## config.mk

```make
export PLATFORM = sky130hd
export DESIGN_NAME = rx_link_sync_ctrl
export DESIGN_NICKNAME = d
export VERILOG_FILES = /design/src/rtl/rx_link_sync_ctrl.sv
export SDC_FILE = /design/constraint.sdc
export NUM_CORES = 1
export LEC_CHECK = 0
export ABC_AREA = 1
export BUFFER_PORTS_ARGS = -buffer_cell sky130_fd_sc_hd__buf_2
export CELL_PAD_IN_SITES_DETAIL_PLACEMENT = 1
export CELL_PAD_IN_SITES_GLOBAL_PLACEMENT = 2
export CORE_MARGIN = 10
export CORE_UTILIZATION = 31
export CTS_BUF_LIST = sky130_fd_sc_hd__clkbuf_8
export DETAILED_ROUTE_END_ITERATION = 8
export GPL_TIMING_DRIVEN = 0
export HOLD_SLACK_MARGIN = 0.05
export PLACE_DENSITY_LB_ADDON = 0.1
export SYNTH_ARGS = -nofsm -noshare
export SYNTH_HDL_FRONTEND = slang
export SYNTH_SLANG_ARGS = --single-unit
```

## constraint.sdc

```tcl
create_clock -name clk_i -period 2.17 [get_ports clk_i]
set_clock_uncertainty 0.2 [all_clocks]
set_input_delay 0.3255 -clock clk_i [delete_from_list [all_inputs] [get_ports clk_i]]
set_output_delay 0.3255 -clock clk_i [all_outputs]
set_load 0.005 [all_outputs]
```

## src/rtl/rx_link_sync_ctrl.sv

```systemverilog
// Comma-based link synchronisation controller behind the 8b/10b receive decoder.
// Acquires/loses sync, requests bit-slips, forwards clean data and counts errored symbols.
module rx_link_sync_ctrl #(
  parameter int unsigned COMMA_CNT    = 3,
  parameter int unsigned GOOD_CNT     = 4,
  parameter int unsigned BAD_MAX      = 4,
  parameter int unsigned SLIP_TIMEOUT = 16,
  parameter int unsigned ERRCNT_W     = 16,
  parameter bit          STRIP_COMMA  = 1'b1
) (
  input  logic                clk_i,
  input  logic                rst_i,
  input  logic [8:0]          sym_i,
  input  logic                sym_valid_i,
  input  logic                code_err_i,
  input  logic                disp_err_i,
  input  logic                clr_cnt_i,
  output logic [8:0]          data_o,
  output logic                data_valid_o,
  output logic                sync_o,
  output logic                slip_o,
  output logic                comma_o,
  output logic [1:0]          state_o,
  output logic [ERRCNT_W-1:0] err_cnt_o
);

  localparam int unsigned CW = $clog2(COMMA_CNT + 1);
  localparam int unsigned GW = $clog2(GOOD_CNT + 1);
  localparam int unsigned BW = $clog2(BAD_MAX + 1);
  localparam int unsigned TW = $clog2(SLIP_TIMEOUT + 1);

  typedef enum logic [1:0] {
    StLoss  = 2'd0,
    StAcq   = 2'd1,
    StSync  = 2'd2,
    StCheck = 2'd3
  } state_e;

  state_e              state_q, state_d;
  logic [CW-1:0]       ccnt_q, ccnt_d;
  logic [GW-1:0]       gcnt_q, gcnt_d;
  logic [BW-1:0]       bcnt_q, bcnt_d;
  logic [TW-1:0]       tcnt_q, tcnt_d;
  logic [8:0]          data_q, data_d;
  logic                dv_q, dv_d;
  logic                sync_q, sync_d;
  logic                slip_q, slip_d;
  logic                comma_q, comma_d;
  logic [ERRCNT_W-1:0] err_q, err_d;

  logic bad, is_comma, in_sync;

  assign bad      = code_err_i | disp_err_i;
  assign is_comma = !bad && (sym_i == 9'h1BC);
  assign in_sync  = (state_q == StSync) || (state_q == StCheck);

  always_comb begin
    state_d = state_q;
    ccnt_d  = ccnt_q;
    gcnt_d  = gcnt_q;
    bcnt_d  = bcnt_q;
    tcnt_d  = tcnt_q;
    data_d  = data_q;
    dv_d    = 1'b0;
    slip_d  = 1'b0;
    comma_d = 1'b0;
    err_d   = err_q;

    if (sym_valid_i) begin
      comma_d = is_comma;
      if (bad && (err_q != {ERRCNT_W{1'b1}})) err_d = err_q + ERRCNT_W'(1);
      if (in_sync && !bad && !(is_comma && STRIP_COMMA)) begin
        dv_d   = 1'b1;
        data_d = sym_i;
      end

      unique case (state_q)
        StLoss: begin
          if (is_comma) begin
            tcnt_d = '0;
            if (COMMA_CNT <= 1) begin
              state_d = StSync;
              ccnt_d  = '0;
            end else begin
              state_d = StAcq;
              ccnt_d  = CW'(1);
            end
          end else if (tcnt_q == TW'(SLIP_TIMEOUT - 1)) begin
            slip_d = 1'b1;
            tcnt_d = '0;
          end else begin
            tcnt_d = tcnt_q + TW'(1);
          end
        end
        StAcq: begin
          if (bad) begin
            state_d = StLoss;
            ccnt_d  = '0;
            tcnt_d  = '0;
          end else if (is_comma) begin
            if (ccnt_q + CW'(1) == CW'(COMMA_CNT)) begin
              state_d = StSync;
              ccnt_d  = '0;
            end else begin
              ccnt_d = ccnt_q + CW'(1);
            end
          end
        end
        StSync: begin
          if (bad) begin
            state_d = StCheck;
            bcnt_d  = BW'(1);
            gcnt_d  = '0;
          end
        end
        StCheck: begin
          if (bad) begin
            gcnt_d = '0;
            if (bcnt_q + BW'(1) == BW'(BAD_MAX)) begin
              state_d = StLoss;
              bcnt_d  = '0;
              ccnt_d  = '0;
              tcnt_d  = '0;
            end else begin
              bcnt_d = bcnt_q + BW'(1);
            end
          end else if (gcnt_q + GW'(1) == GW'(GOOD_CNT)) begin
            // A run of clean symbols forgives one bad credit.
            gcnt_d = '0;
            bcnt_d = bcnt_q - BW'(1);
            if (bcnt_q == BW'(1)) state_d = StSync;
          end else begin
            gcnt_d = gcnt_q + GW'(1);
          end
        end
        default: state_d = StLoss;
      endcase
    end

    if (clr_cnt_i) err_d = '0;
    sync_d = (state_d == StSync) || (state_d == StCheck);
  end

  always_ff @(posedge clk_i) begin
    if (rst_i) begin
      state_q <= StLoss;
      ccnt_q  <= '0;
      gcnt_q  <= '0;
      bcnt_q  <= '0;
      tcnt_q  <= '0;
      data_q  <= '0;
      dv_q    <= 1'b0;
      sync_q  <= 1'b0;
      slip_q  <= 1'b0;
      comma_q <= 1'b0;
      err_q   <= '0;
    end else begin
      state_q <= state_d;
      ccnt_q  <= ccnt_d;
      gcnt_q  <= gcnt_d;
      bcnt_q  <= bcnt_d;
      tcnt_q  <= tcnt_d;
      data_q  <= data_d;
      dv_q    <= dv_d;
      sync_q  <= sync_d;
      slip_q  <= slip_d;
      comma_q <= comma_d;
      err_q   <= err_d;
    end
  end

  assign data_o       = data_q;
  assign data_valid_o = dv_q;
  assign sync_o       = sync_q;
  assign slip_o       = slip_q;
  assign comma_o      = comma_q;
  assign state_o      = state_q;
  assign err_cnt_o    = err_q;

endmodule

```

## Word-level counts from Yosys, hierarchy flattened

Cells that the tools add are included.

| word-level totals | value |
|---|---|
| bits in registers | 44 |
| input bits | 15 |

| operators by class | value |
|---|---|
| bitwise logic cells | 3 |
| reductions and logical operators | 20 |
| muxes and demuxes | 35 |
| eq/ne operators | 19 |
| add/sub/neg operators | 6 |

Operators with widths:

| cell | number |
|---|---|
| 2-to-1 mux 2 bit | 16 |
| 2-to-1 mux 5 bit | 5 |
| 2-to-1 mux 3 bit | 7 |
| adder 16 x 1 -> 16 bit (second input constant) | 1 |
| inequality test 16 bit (second input constant) | 1 |
| one-hot mux 5 bit (3 select lines) | 1 |
| one-hot mux 3 bit (2 select lines) | 2 |
| == test 2 bit (second input constant) | 5 |
| == test 9 bit (second input constant) | 1 |
| inequality test 2 bit (second input constant) | 4 |
| one-hot mux 2 bit (4 select lines) | 1 |
| adder 3 x 1 -> 3 bit (second input constant) | 2 |
| == test 3 bit (second input constant) | 2 |
| one-hot mux 2 bit (3 select lines) | 1 |
| AND reduction 6 bit | 1 |
| adder 5 x 1 -> 5 bit (second input constant) | 1 |
| == test 5 x 4 -> 1 bit (second input constant) | 1 |
| AND reduction 5 bit | 1 |
| logical AND 1 bit | 4 |
| AND reduction 2 bit | 2 |
| AND reduction 4 bit | 1 |
| OR reduction 2 bit | 2 |
| OR reduction 4 bit | 1 |
| == test 3 x 1 -> 1 bit (second input constant) | 1 |
| other kinds (15) | 19 |

## Depth between registers and ports, before layout

Gate-level depths: netlist of run 1.

| depth | value |
|---|---|
| depth after elaboration | 9 |
| gate-level depth with buffers | 11 |

## Worst setup path before layout of run 1

No wires, ideal clock.

| path | value |
|---|---|
| kind | register -> register |
| start | reg err_q[0], in the netlist err_cnt_o[0] |
| end | reg err_q[1], in the netlist err_cnt_o[1] |
| path buffers | 1 |
| slack | 0.474 ns |
| arrival | 1.380 ns |
| stages on the path, launching flop included | 10 |
| setup time | 0.116 ns |
| clock period less this slack | 1.696 ns |
| required time | 1.854 ns |
| cell sequence | dfxtp_1 -> ha_1 -> nand3_1 -> nor2_4 -> nand4_4 -> nand2_4 -> inv_2 -> buf_6 -> nor2_1 -> nor2_1 |

| between the ends | value |
|---|---|
| cells in the longest elaborated chain, start to end | 3 |
| elaborated cells on any way between the ends | 4 |

RTL lines:

| what | RTL line | source |
|---|---|---|
| from (decl) | 49 | `logic [ERRCNT_W-1:0] err_q, err_d;` |
| from (signal assigned) | 168 | `err_q <= err_d;` |
| parallel branches: the longest is 3 deep, another holds adder 16 x 1 -> 16 bit | -- |  |

Several ways; the timed one is not identified.
A chain may end at the register's enable or synchronous reset.

## Final worst setup path of run 1

| path | value |
|---|---|
| start | reg err_q[0], in the netlist err_cnt_o[0] |
| end | reg err_q[15], in the netlist err_cnt_o[15] |

Same word-level chain as after synthesis.

==> reports/results.md, run 1 <==
| Parameter | Value |
| --- | --- |
| Hold bufs inserted after CTS | 0 |
| Total routing resource utilization after global routing | 12.3% |
| DRC violation count after routing | 0 |
| Die Ht | 108 µm |
| Number of buffers inserted by post-CTS setup repair | 0 |
| Number of placement rows | 31 |
| Cell family with the largest share of critical-path delay | simple AND/OR/NAND/NOR gates |
| Wire length per cell after detailed routing | 13.5 µm |
| Initial standard-cell utilization of the core | 32.3% |
| TritonCTS clock tree | built |
| Post-Synth XOR/XNOR Area | 2.58% |
| Bufs on Longest Clock Path | 2 |
| Cell Pwr Density | 581 nW/µm² |
| Wire length reported by the detailed router | 6.76 mm |
| FF+latch count, synth | 44 |
| Number of buffers added by the clock tree synthesis step | 5 |
| H-Tree Level Count | 2 |
| Synth Instances | 350 |
| Global-route wire length before repair | 11.7 mm |
| HPWL after detailed placement | 5.39 mm |
| Later-pin clock latency in the skew report | 0.30 ns |
| Maximum number of pins on one net before global-route repair | 15 |
| Final worst slack | 0.261 ns |
| Dominant combinational cell family by area after synthesis | simple AND/OR/NAND/NOR gates |
| Critical path buffers and inverters | 2 |
| Number of global-route vias before repair | 2401 |
| Total Die Area | 11600 µm² |
| Iteration-0 DRC Markers | 84 |
| Sequential element share of the synthesized area | 37.0% |
| Slew Viols, Final | 0 |
| Area growth from synthesis to layout | 19.4% |
| Number of sinks handled by clock tree synthesis | 44 |
| PostCTS Resize Cnt | 0 |
| Fmax | 0.524 GHz |
| Overflow after GRT | 0 |
| Run status | finished, final reports clean |
| Classification of the worst-slack hold path | input pin to flop |
| Endpoint kind of the worst setup timing path | flop |
| Netlist area before placement | 2380 µm² |
| Slew headroom | 57.1% |
| Commonest cells after routing, fill and taps aside | 81 x sky130_fd_sc_hd__nand2_1, 58 x sky130_fd_sc_hd__nor2_1, 47 x sky130_fd_sc_hd__buf_2 |
| Synthesized-area fraction occupied by ao, oa, aoi and oai cells | 13.9% |
| Count of nets after finishing | 427 |
| Arrival @ worst endpoint | 1.90 ns |
| Cell type of the slowest stage on the worst timing path | sky130_fd_sc_hd__dfxtp_1 |
| Leakage power of the design | 1.27 nW |
| Clock transition at path regs | 0.09 ns |
| Total of fill cells in the finished design | 961 |
| Total vias in the final route | 2343 |
| Count of boundary I/O pins | 46 |
| IR drop worst, VDD | 251 µV |
| Share of the cycle needed by the critical path after routing | 88.0% |
| Minimum period implied by the final worst setup slack | 1.91 ns |
| Critical Setup Path Class | flop to flop |
| Pin slew with the least headroom to its limit | 0.642 ns |
| Total area of sequential cells | 881 µm² |
| Post-synthesis adder-cell area fraction | 5.26% |
| Length of the first detailed-routing pass in iterations | 4 |
| Max-capacitance violation count | 0 |
| Maximum fanout along the worst path | 10 |
| Delay of the slowest critical-path stage | 0.39 ns |
| Fraction of layout cells with a size suffix above 1 | 17.9% |
| Antenna viol nets, final | 0 |
| Number of library cell types mapped by synthesis | 33 |
| Post-place setup slack | 0.208 ns |
| Ordered cell list for the critical path | ha_1, nand3_1, nor2_4, nand4_4, nand2_4, inv_2, buf_6, nand2_1, a21oi_1 |
| Highest routing layer actually used | met4 |
| Sum Neg Setup Slack | 0 ns |
| Amount of wire on met3 after detailed routing | 260 µm |
| Die width | 108 µm |
| Antenna Diode Count | 0 |
| CP startpoint kind | flop |
| Number of failing hold endpoints at the final stage | 0 |
| Syn nets | 375 |
| Synth warn | 0 |
| Setup repair after global routing missed its margin | no |
| Wire length on met1 | 3.37 mm |
| Avg Inst Size Synth | 6.80 µm² |
| Count of buffers inserted at the top-level ports | 45 |
| Most common cell after layout, fill and taps aside | sky130_fd_sc_hd__nand2_1 |
| Met2 WL | 3.06 mm |
| Total core area | 7370 µm² |
| Data required time of the critical path | 2.16 ns |
| Multi-input combinational cell area | 1280 µm² |
| Setup violators final | 0 |
| Global placement routability congestion | 0.799 |
| Clk Tree Root Cell | sky130_fd_sc_hd__clkbuf_8 |
| Initial antenna violation count | 0 |
| Share of synthesized cell area in and, or, nand and nor gates | 32.0% |
| Via count normalized by instance count | 4.67 |
| Portion of netlist area occupied by mux cells | 0% |
==> state kept, by name, summed over array words and instances, names as in the netlist, 2 cells and up <==
register and count:
data_o 9, ccnt_q 2, err_cnt_o 16, gcnt_q 3, bcnt_q 3, tcnt_q 5
state_o 2
==> final timing paths <==
kind | cells past startpoint | startpoint | endpoint | slack [ns]
setup / recovery | 9 | err_cnt_o[0] | err_cnt_o[15] | 0.26
setup reg to reg | 9 | err_cnt_o[0] | err_cnt_o[15] | 0.26
hold reg to reg | 2 | tcnt_q[4] | tcnt_q[4] | 0.25
hold / removal | 2 | rst_i | gcnt_q[2] | 0.08
==> final cells by class <==
class                      instances  area share [%]
timing repair buffer              45            7.93
tap                               99            4.36
clock inverter                     3            1.50
multi-input combinational        255            45.1
sequential                        44            31.0
inverter                          43            5.69
clock buffer                       5            2.42
buffer                             8            1.98
==> cells by family after synthesis <==
group | after synthesis
AOI/OAI and AO/OA | 64
xor gates and xnor gates | 7
adders and majority gates | 10
buffers and inverters | 51
DFF | 44
and+or+nand+nor | 174
==> per-layer routing <==
metal | up-vias | GRT usage [%]
met2 | 31 | 19.8
met4 | 0 | 3.15
li1 | 1211 | -
met1 | 1096 | 16.1
met5 | - | 0
met3 | 5 | 2.87
==> where the power goes <==
group / leakage (nW) / total [mW] / switching, mW / internal [mW]
Sequential: 0.356 / 0.839 / 0.0125 / 0.827
Combinational: 0.858 / 0.173 / 0.113 / 0.0602
Clock: 0.0541 / 0.637 / 0.296 / 0.341
==> synthesized netlist by cell type <==
cell type                  count  area, µm²
sky130_fd_sc_hd__nand2_1      81        304
sky130_fd_sc_hd__nor2_1       58        218
sky130_fd_sc_hd__dfxtp_1      44        881
sky130_fd_sc_hd__inv_1        38        143
sky130_fd_sc_hd__a21oi_1      32        160
sky130_fd_sc_hd__o21ai_0      26        130
sky130_fd_sc_hd__nand3_1      19       95.1
sky130_fd_sc_hd__ha_1         10        125
sky130_fd_sc_hd__inv_2         4       15.0
sky130_fd_sc_hd__nand4_1       4       25.0
sky130_fd_sc_hd__xor2_1        4       35.0
sky130_fd_sc_hd__nor2_4        3       33.8
sky130_fd_sc_hd__o21bai_1      3       22.5
sky130_fd_sc_hd__xnor2_1       3       26.3
sky130_fd_sc_hd__buf_2         2       10.0
sky130_fd_sc_hd__clkbuf_1      2       7.51
sky130_fd_sc_hd__a31oi_1       1       6.26
sky130_fd_sc_hd__buf_4         1       7.51
sky130_fd_sc_hd__buf_6         1       11.3
sky130_fd_sc_hd__buf_8         1       15.0
sky130_fd_sc_hd__clkbuf_2      1       5.00
sky130_fd_sc_hd__clkinv_1      1       3.75
sky130_fd_sc_hd__nand2_2       1       6.26
sky130_fd_sc_hd__nand2_4       1       11.3
sky130_fd_sc_hd__nand3b_1      1       7.51
sky130_fd_sc_hd__nand4_2       1       12.5
sky130_fd_sc_hd__nand4_4       1       21.3
sky130_fd_sc_hd__nor2_2        1       6.26
sky130_fd_sc_hd__nor3_1        1       5.00
sky130_fd_sc_hd__nor3_2        1       10.0
sky130_fd_sc_hd__nor4_1        1       6.26
sky130_fd_sc_hd__o21a_1        1       7.51
sky130_fd_sc_hd__o21ai_1       1       5.00
==> metrics by stage <==
step	total power, mW	instances	area, µm²	utilization (%)	hold slack (ns)
2_1_floorplan	0.968	350	2380	-	0.195
3_3_place_gp	1.03	494	2730	37.0	0.233
3_5_place_dp	1.03	494	2730	37.0	0.243
4_1_cts	1.69	502	2840	38.5	0.0726
5_1_grt	1.74	502	2840	38.5	0.0947
6_report	1.65	502	2840	38.5	0.0751
==> worst register-to-register path: stages, from the launching register on <==
cell and delay, ns:
sky130_fd_sc_hd__dfxtp_1 0.39, sky130_fd_sc_hd__ha_1 0.23, sky130_fd_sc_hd__nand3_1 0.13, sky130_fd_sc_hd__nor2_4 0.21
sky130_fd_sc_hd__nand4_4 0.13, sky130_fd_sc_hd__nand2_4 0.15, sky130_fd_sc_hd__inv_2 0.07, sky130_fd_sc_hd__buf_6 0.14
sky130_fd_sc_hd__nand2_1 0.07, sky130_fd_sc_hd__a21oi_1 0.07
Power figures use the tool's default switching activity.
==> inputs of run 2 (changes only) <==
- CORE_ASPECT_RATIO: unset -> 0.5
==> run 2 against run 1 <==
  * Die area increased by 1.8%
  * Combinational power about the same
  * Utilization about the same
  * Sequential share of layout area decreased by 0.14 points
==> reports/results.md, run 2 (synthesis results as in run 1) <==
| Parameter | Value | vs previous |
| --- | --- | --- |
| Run status | finished, final reports clean |  |
| Most common cell after layout, fill and taps aside | sky130_fd_sc_hd__nand2_1 |  |
| Wire length reported by the detailed router | 6.88 mm | +1.7% |
| Final core utilization | 38.5% | about the same |
| Total Die Area | 11800 µm² | +1.8% |
| Die width | 144 µm | +34% |
| Via count normalized by instance count | 4.75 | +1.7% |
| Sw power | 0.432 mW | +2.4% |
| Clk Tree Root Cell | sky130_fd_sc_hd__clkbuf_8 |  |
| Number of sinks handled by clock tree synthesis | 44 | unchanged |
| Share of power burned in combinational logic | 10.5% | about the same |
| Post-Place Cell Area | 2720 µm² | -0.14% |
| Fraction of layout cells with a size suffix above 1 | 17.8% | -0.088 points |
| Sum Neg Setup Slack | 0 ns | unchanged |
| Internal | 1.23 mW | -0.11% |
| Data required time of the critical path | 2.17 ns | about the same |
| Clock transition at path regs | 0.09 ns | about the same |
| Global-route wire length before repair | 11.6 mm | -1.0% |
| Iteration-0 DRC Markers | 68 | -19% |
| Pin slew with the least headroom to its limit | 0.578 ns | -0.0637 ns |
| Initial antenna violation count | 0 | unchanged |
| Slew headroom | 61.3% | +4.3 points |
| Wire length per cell after detailed routing | 13.7 µm | +1.9% |
| Commonest cells after routing, fill and taps aside | 81 x sky130_fd_sc_hd__nand2_1, 58 x sky130_fd_sc_hd__nor2_1, 47 x sky130_fd_sc_hd__buf_2 |  |
| Ordered cell list for the critical path | dlygate4sd3_1, buf_2, inv_1, nand2_1, inv_1, nand3_1, nand2_1, inv_2, buf_4, o21ai_1, a21oi_1 |  |
| Critical Setup Path Class | input pin to flop |  |
| Leakage power of the design | 1.28 nW | +1.2% |
| Length of the first detailed-routing pass in iterations | 4 | unchanged |
| Cell type of the slowest stage on the worst timing path | sky130_fd_sc_hd__dlygate4sd3_1 |  |
| Share of the cycle needed by the critical path after routing | 91.0% | +3.0 points |
| Maximum fanout along the worst path | 10 | unchanged |
| Slew Viols, Final | 0 | unchanged |
| Cell Pwr Density | 582 nW/µm² | about the same |
| Maximum number of pins on one net before global-route repair | 14 | -1 |
| Number of placement rows | 22 | -29% |
| Final worst slack | 0.196 ns | -0.0654 ns |
| Initial standard-cell utilization of the core | 32.1% | -0.15 points |
| Tot Pwr | 1.66 mW | +0.53% |
| DRC violation count after routing | 0 | unchanged |
| Number of buffers added by the clock tree synthesis step | 5 | unchanged |
| Number of global-route vias before repair | 2507 | +4.4% |
| Count of buffers inserted at the top-level ports | 45 | unchanged |
| Count of nets after finishing | 429 | +0.47% |
| TritonCTS clock tree | built |  |
| Setup repair after global routing missed its margin | no |  |
| Total vias in the final route | 2378 | +1.5% |
| Antenna viol nets, final | 0 | unchanged |
| Switching portion of total power | 26.0% | +0.48 points |
| Count of boundary I/O pins | 46 | unchanged |
| Later-pin clock latency in the skew report | 0.31 ns | about the same |
| Setup violators final | 0 | unchanged |
| Minimum period implied by the final worst setup slack | 1.97 ns | +0.0654 ns |
| CP startpoint kind | input pin |  |
| Die Ht | 81.9 µm | -24% |
| IR drop worst, VDD | 197 µV | -21% |
| Classification of the worst-slack hold path | input pin to flop |  |
| Clock power share | 38.8% | +0.2 points |
| H-Tree Level Count | 2 | unchanged |
| Relative contribution of sequential cells to total power | 50.6% | -0.3 points |
| Endpoint kind of the worst setup timing path | flop |  |
| Flip-flop count of the largest register, all copies and words added | 16 | unchanged |
| Critical path buffers and inverters | 6 | +4 |
| Delay of the slowest critical-path stage | 0.54 ns | +0.15 ns |
| Cell family with the largest share of critical-path delay | buffers and inverters |  |
| Post-place setup slack | 0.227 ns | +0.0189 ns |
| Max-capacitance violation count | 0 | unchanged |
| HPWL after detailed placement | 5.53 mm | +2.6% |
| Overflow after GRT | 0 | unchanged |
| Total routing resource utilization after global routing | 12.2% | -0.063 points |
| Global placement routability congestion | 0.776 | -2.9% |
| Bufs on Longest Clock Path | 2 | unchanged |
| Area growth from synthesis to layout | 19.9% |  |
| Total core area | 7400 µm² | +0.48% |
| Antenna Diode Count | 0 | unchanged |
| Number of failing hold endpoints at the final stage | 0 | unchanged |
| Fmax | 0.507 GHz | -3.3% |
| Arrival @ worst endpoint | 1.98 ns | +0.08 ns |
| Number of buffers inserted by post-CTS setup repair | 0 | unchanged |
| Finished Cell Area | 2850 µm² | +0.44% |
## run 2: path summary, 6_finish.rpt
| check | start | endpoint | slack [ns] | depth (start not counted) |
|---|---|---|---|---|
| setup / recovery | sym_i[0] | data_o[3] | 0.20 | 11 |
| hold / removal | sym_i[1] | data_o[1] | 0.09 | 3 |
| setup reg to reg | err_cnt_o[0] | err_cnt_o[1] | 0.28 | 9 |
| hold reg to reg | tcnt_q[4] | tcnt_q[4] | 0.26 | 2 |
## run 2: tightest hold or removal path, stage by stage
cell                      delay, ns
sky130_fd_sc_hd__buf_2         0.10
sky130_fd_sc_hd__inv_1         0.07
sky130_fd_sc_hd__a21oi_1       0.06
## run 2: layer usage
metal | wire (µm) | share of wire, % | GRT usage, % | up-vias
met4 | 92 | 1.3 | 4.05 | 0
met2 | 3450 | 50 | 22.8 | 20
met5 | 0 | 0 | 0 | -
li1 | - | - | - | 1224
met3 | 230 | 3.3 | 3.40 | 10
met1 | 3110 | 45 | 13.3 | 1124
## run 2: power groups by stage
stage | Sequential (mW) | Clock (mW) | Combinational (mW)
final | 0.840 | 0.644 | 0.175
after global routing | 0.843 | 0.709 | 0.203
after CTS | 0.840 | 0.683 | 0.178
after detailed placement | 0.859 | 0 | 0.175
after global placement | 0.858 | 0 | 0.171
after floorplan | 0.857 | 0 | 0.111
## run 2: timing repair
action | CTS | global route
hold buffers | 2 | 0
gates resized for setup | 0 | 1
endpoints found under the setup margin | 0 | 9
endpoints found under the hold margin | 4 | 0
## run 2: final cells by class
type,count,area (µm²)
tap,96,120
multi-input combinational,255,1280
inverter,43,161
clock buffer,5,68.8
timing repair buffer,47,245
fill,961,4550
sequential,44,881
clock inverter,3,38.8
buffer,8,56.3
## run 2: stage by stage
step	hold slack [ns]	instances
after global routing	0.0932	501
after CTS	0.0742	501
final	0.0874	501
after global placement	0.233	491
after detailed placement	0.244	491
after floorplan	0.195	350
==> inputs of run 3 (changes only) <==
- CORE_UTILIZATION: 31 -> 33
- clock period: 2.17 -> 2.5 ns (I/O delays scaled with it)
==> run 3 against run 2 <==
  * Setup slack improved by 0.39 ns
  * Critical path depth is 2 lower
  * Largest cell class unchanged
  * Total power fell by 17%
  * Final cell count is 1.4% lower
  * Largest power group unchanged
  * Combinational power shrank 14%
  * Clock-buffer cell count increased by 2
  * Critical path type is now flop to flop
  * Clock power fell by 22%
  * Hold slack improved by 0.039 ns
  * Sequential share of layout area grew 0.40 points
  * Routed wire length increased by 0.92%
  * Register-to-register slack improved by 0.30 ns
==> reports/results.md, run 3 (synthesis results as in run 1) <==
| Parameter | Value | vs previous |
| --- | --- | --- |
| TritonCTS clock tree | built |  |
| Number of failing hold endpoints at the final stage | 0 | unchanged |
| Setup violators final | 0 | unchanged |
| Total core area | 6830 µm² | -7.7% |
| CP startpoint kind | flop |  |
| Number of sinks handled by clock tree synthesis | 44 | unchanged |
| Count of nets after finishing | 427 | -0.47% |
| Classification of the worst-slack hold path | input pin to flop |  |
| Number of cells after detailed placement | 487 | -0.81% |
| Antenna viol nets, final | 0 | unchanged |
| Count of boundary I/O pins | 46 | unchanged |
| Share of the cycle needed by the critical path after routing | 76.7% |  |
| Pin slew with the least headroom to its limit | 0.552 ns | -0.0265 ns |
| Initial antenna violation count | 0 | unchanged |
| Sum Neg Setup Slack | 0 ns | unchanged |
| Later-pin clock latency in the skew report | 0.31 ns | about the same |
| Tot Pwr | 1.38 mW | -17% |
| Clk Tree Root Cell | sky130_fd_sc_hd__clkbuf_8 |  |
| Worst reg2reg setup slack | 0.58 ns | +0.30 ns |
| Total Die Area | 11200 µm² | -4.9% |
| Post-place setup slack | 0.551 ns | +0.324 ns |
| Area growth from synthesis to layout | 18.4% |  |
| Bufs on Longest Clock Path | 2 | unchanged |
| Flip-flop count of the largest register, all copies and words added | 16 | unchanged |
| Number of global-route vias before repair | 2415 | -3.7% |
| Worst-case reg-to-reg path depth | 9 | unchanged |
| Die width | 140 µm | -2.6% |
| Critical Setup Path Class | flop to flop |  |
| HPWL after detailed placement | 5.45 mm | -1.4% |
| Post-Place Cell Area | 2720 µm² | -0.18% |
| Maximum fanout along the worst path | 10 | unchanged |
| Finished Cell Area | 2820 µm² | -1.3% |
| Initial standard-cell utilization of the core | 34.8% | +2.7 points |
| Final worst slack | 0.582 ns | +0.386 ns |
| Hold bufs inserted after CTS | 0 | -2 |
| Via count normalized by instance count | 4.77 | +0.39% |
| Fmax | 0.521 GHz |  |
| Count of buffers inserted at the top-level ports | 45 | unchanged |
| Minimum period implied by the final worst setup slack | 1.92 ns |  |
| Antenna Diode Count | 0 | unchanged |
| Fin Hold WS | 0.126 ns | +0.0389 ns |
| R2r endpoint | err_cnt_o[1] |  |
| Cell type of the slowest stage on the worst timing path | sky130_fd_sc_hd__dfxtp_1 |  |
| Cell Pwr Density | 491 nW/µm² | -16% |
| Overflow after GRT | 0 | unchanged |
| Global-route wire length before repair | 11.7 mm | +1.1% |
| Arrival @ worst endpoint | 1.93 ns | -0.05 ns |
| Ordered cell list for the critical path | ha_1, nand3_1, nor2_4, nand4_4, nand2_4, inv_2, buf_6, nor2_1, nor2_1 |  |
| Commonest cells after routing, fill and taps aside | 81 x sky130_fd_sc_hd__nand2_1, 58 x sky130_fd_sc_hd__nor2_1, 47 x sky130_fd_sc_hd__buf_2 |  |
| Total routing resource utilization after global routing | 12.6% | +0.37 points |
| Run status | finished, final reports clean |  |
| Global placement routability congestion | 0.823 | +6.1% |
| Most common cell after layout, fill and taps aside | sky130_fd_sc_hd__nand2_1 |  |
| Slew Viols, Final | 0 | unchanged |
| Total vias in the final route | 2354 | -1.0% |
| PostCTS Resize Cnt | 0 | unchanged |
| Max-capacitance violation count | 0 | unchanged |
| Wire length reported by the detailed router | 6.94 mm | +0.92% |
| IR drop worst, VDD | 189 µV | -4.0% |
| Endpoint kind of the worst setup timing path | flop |  |
| Wire length per cell after detailed routing | 14.1 µm | +2.3% |
| DRC violation count after routing | 0 | unchanged |
| Length of the first detailed-routing pass in iterations | 4 | unchanged |
| Setup repair after global routing missed its margin | no |  |
| RR Startpoint | err_cnt_o[0] |  |
| Number of placement rows | 21 | -4.5% |
| Cell type with the highest occurrence count on the critical path | sky130_fd_sc_hd__nor2_1 |  |
| Clock transition at path regs | 0.09 ns | about the same |
| Fraction of layout cells with a size suffix above 1 | 17.7% | -0.12 points |
| Iteration-0 DRC Markers | 82 | +21% |
| Hold Startpoint | sym_i[0] |  |
| Final Non-Filler Cells | 494 | -1.4% |
| Maximum number of pins on one net before global-route repair | 13 | -1 |
| Min-Delay Path Depth | 3 | unchanged |
| Delay of the slowest critical-path stage | 0.39 ns | -0.15 ns |
| Number of buffers inserted by post-CTS setup repair | 0 | unchanged |
| H-Tree Level Count | 2 | unchanged |
| Die Ht | 80.0 µm | -2.3% |
| Slew headroom | 63.1% | +1.8 points |
| Number of buffers added by the clock tree synthesis step | 5 | unchanged |
| Leakage power of the design | 1.26 nW | -1.5% |
| Data required time of the critical path | 2.51 ns | +0.34 ns |
| Final core utilization | 41.2% | +2.7 points |
| Worst min-delay path endpoint | data_o[0] |  |
-- run 3: worst max path at each step --
stage	startpoint	endpoint	slack [ns]	depth (start not counted)
4_1_cts	err_cnt_o[0]	err_cnt_o[1]	0.55	9
3_3_place_gp	rst_i	err_cnt_o[14]	0.57	4
3_5_place_dp	rst_i	err_cnt_o[6]	0.55	4
5_1_grt	err_cnt_o[0]	err_cnt_o[6]	0.44	9
2_1_floorplan	err_cnt_o[0]	err_cnt_o[1]	0.80	9
6_report	err_cnt_o[0]	err_cnt_o[1]	0.58	9
-- run 3: layer usage --
metal	global-route usage [%]	wire length, µm	share of wire, %	vias to the layer above
met2	22.5	3430	49	19
li1	-	-	-	1217
met5	0	0	0	-
met4	3.38	70	1.0	0
met1	14.4	3190	46	1111
met3	3.80	248	3.6	7
-- run 3: final cells by class --
class / count / area [µm²]
inverters: 43 / 161
plain buffers: 8 / 56.3
clock buffers: 7 / 96.3
repair buffers: 45 / 225
fillers: 924 / 4020
well taps: 92 / 115
multi-input cells: 255 / 1280
flip-flops and latches: 44 / 881
-- run 3: critical path: cells and delay by family, from the launching register on --
family	cells	cell delay [ns]
adder cells (fa/ha/maj)	1	0.23
buffers and inverters	2	0.21
AND/OR/NAND/NOR	6	0.78
flip-flops	1	0.39
-- run 3: where the power goes --
| group | switching, mW | internal (mW) | leakage (nW) | total, mW |
|---|---|---|---|---|
| Combinational | 0.0985 | 0.0520 | 0.858 | 0.150 |
| Sequential | 0.0115 | 0.718 | 0.356 | 0.729 |
| Clock | 0.256 | 0.247 | 0.0503 | 0.503 |
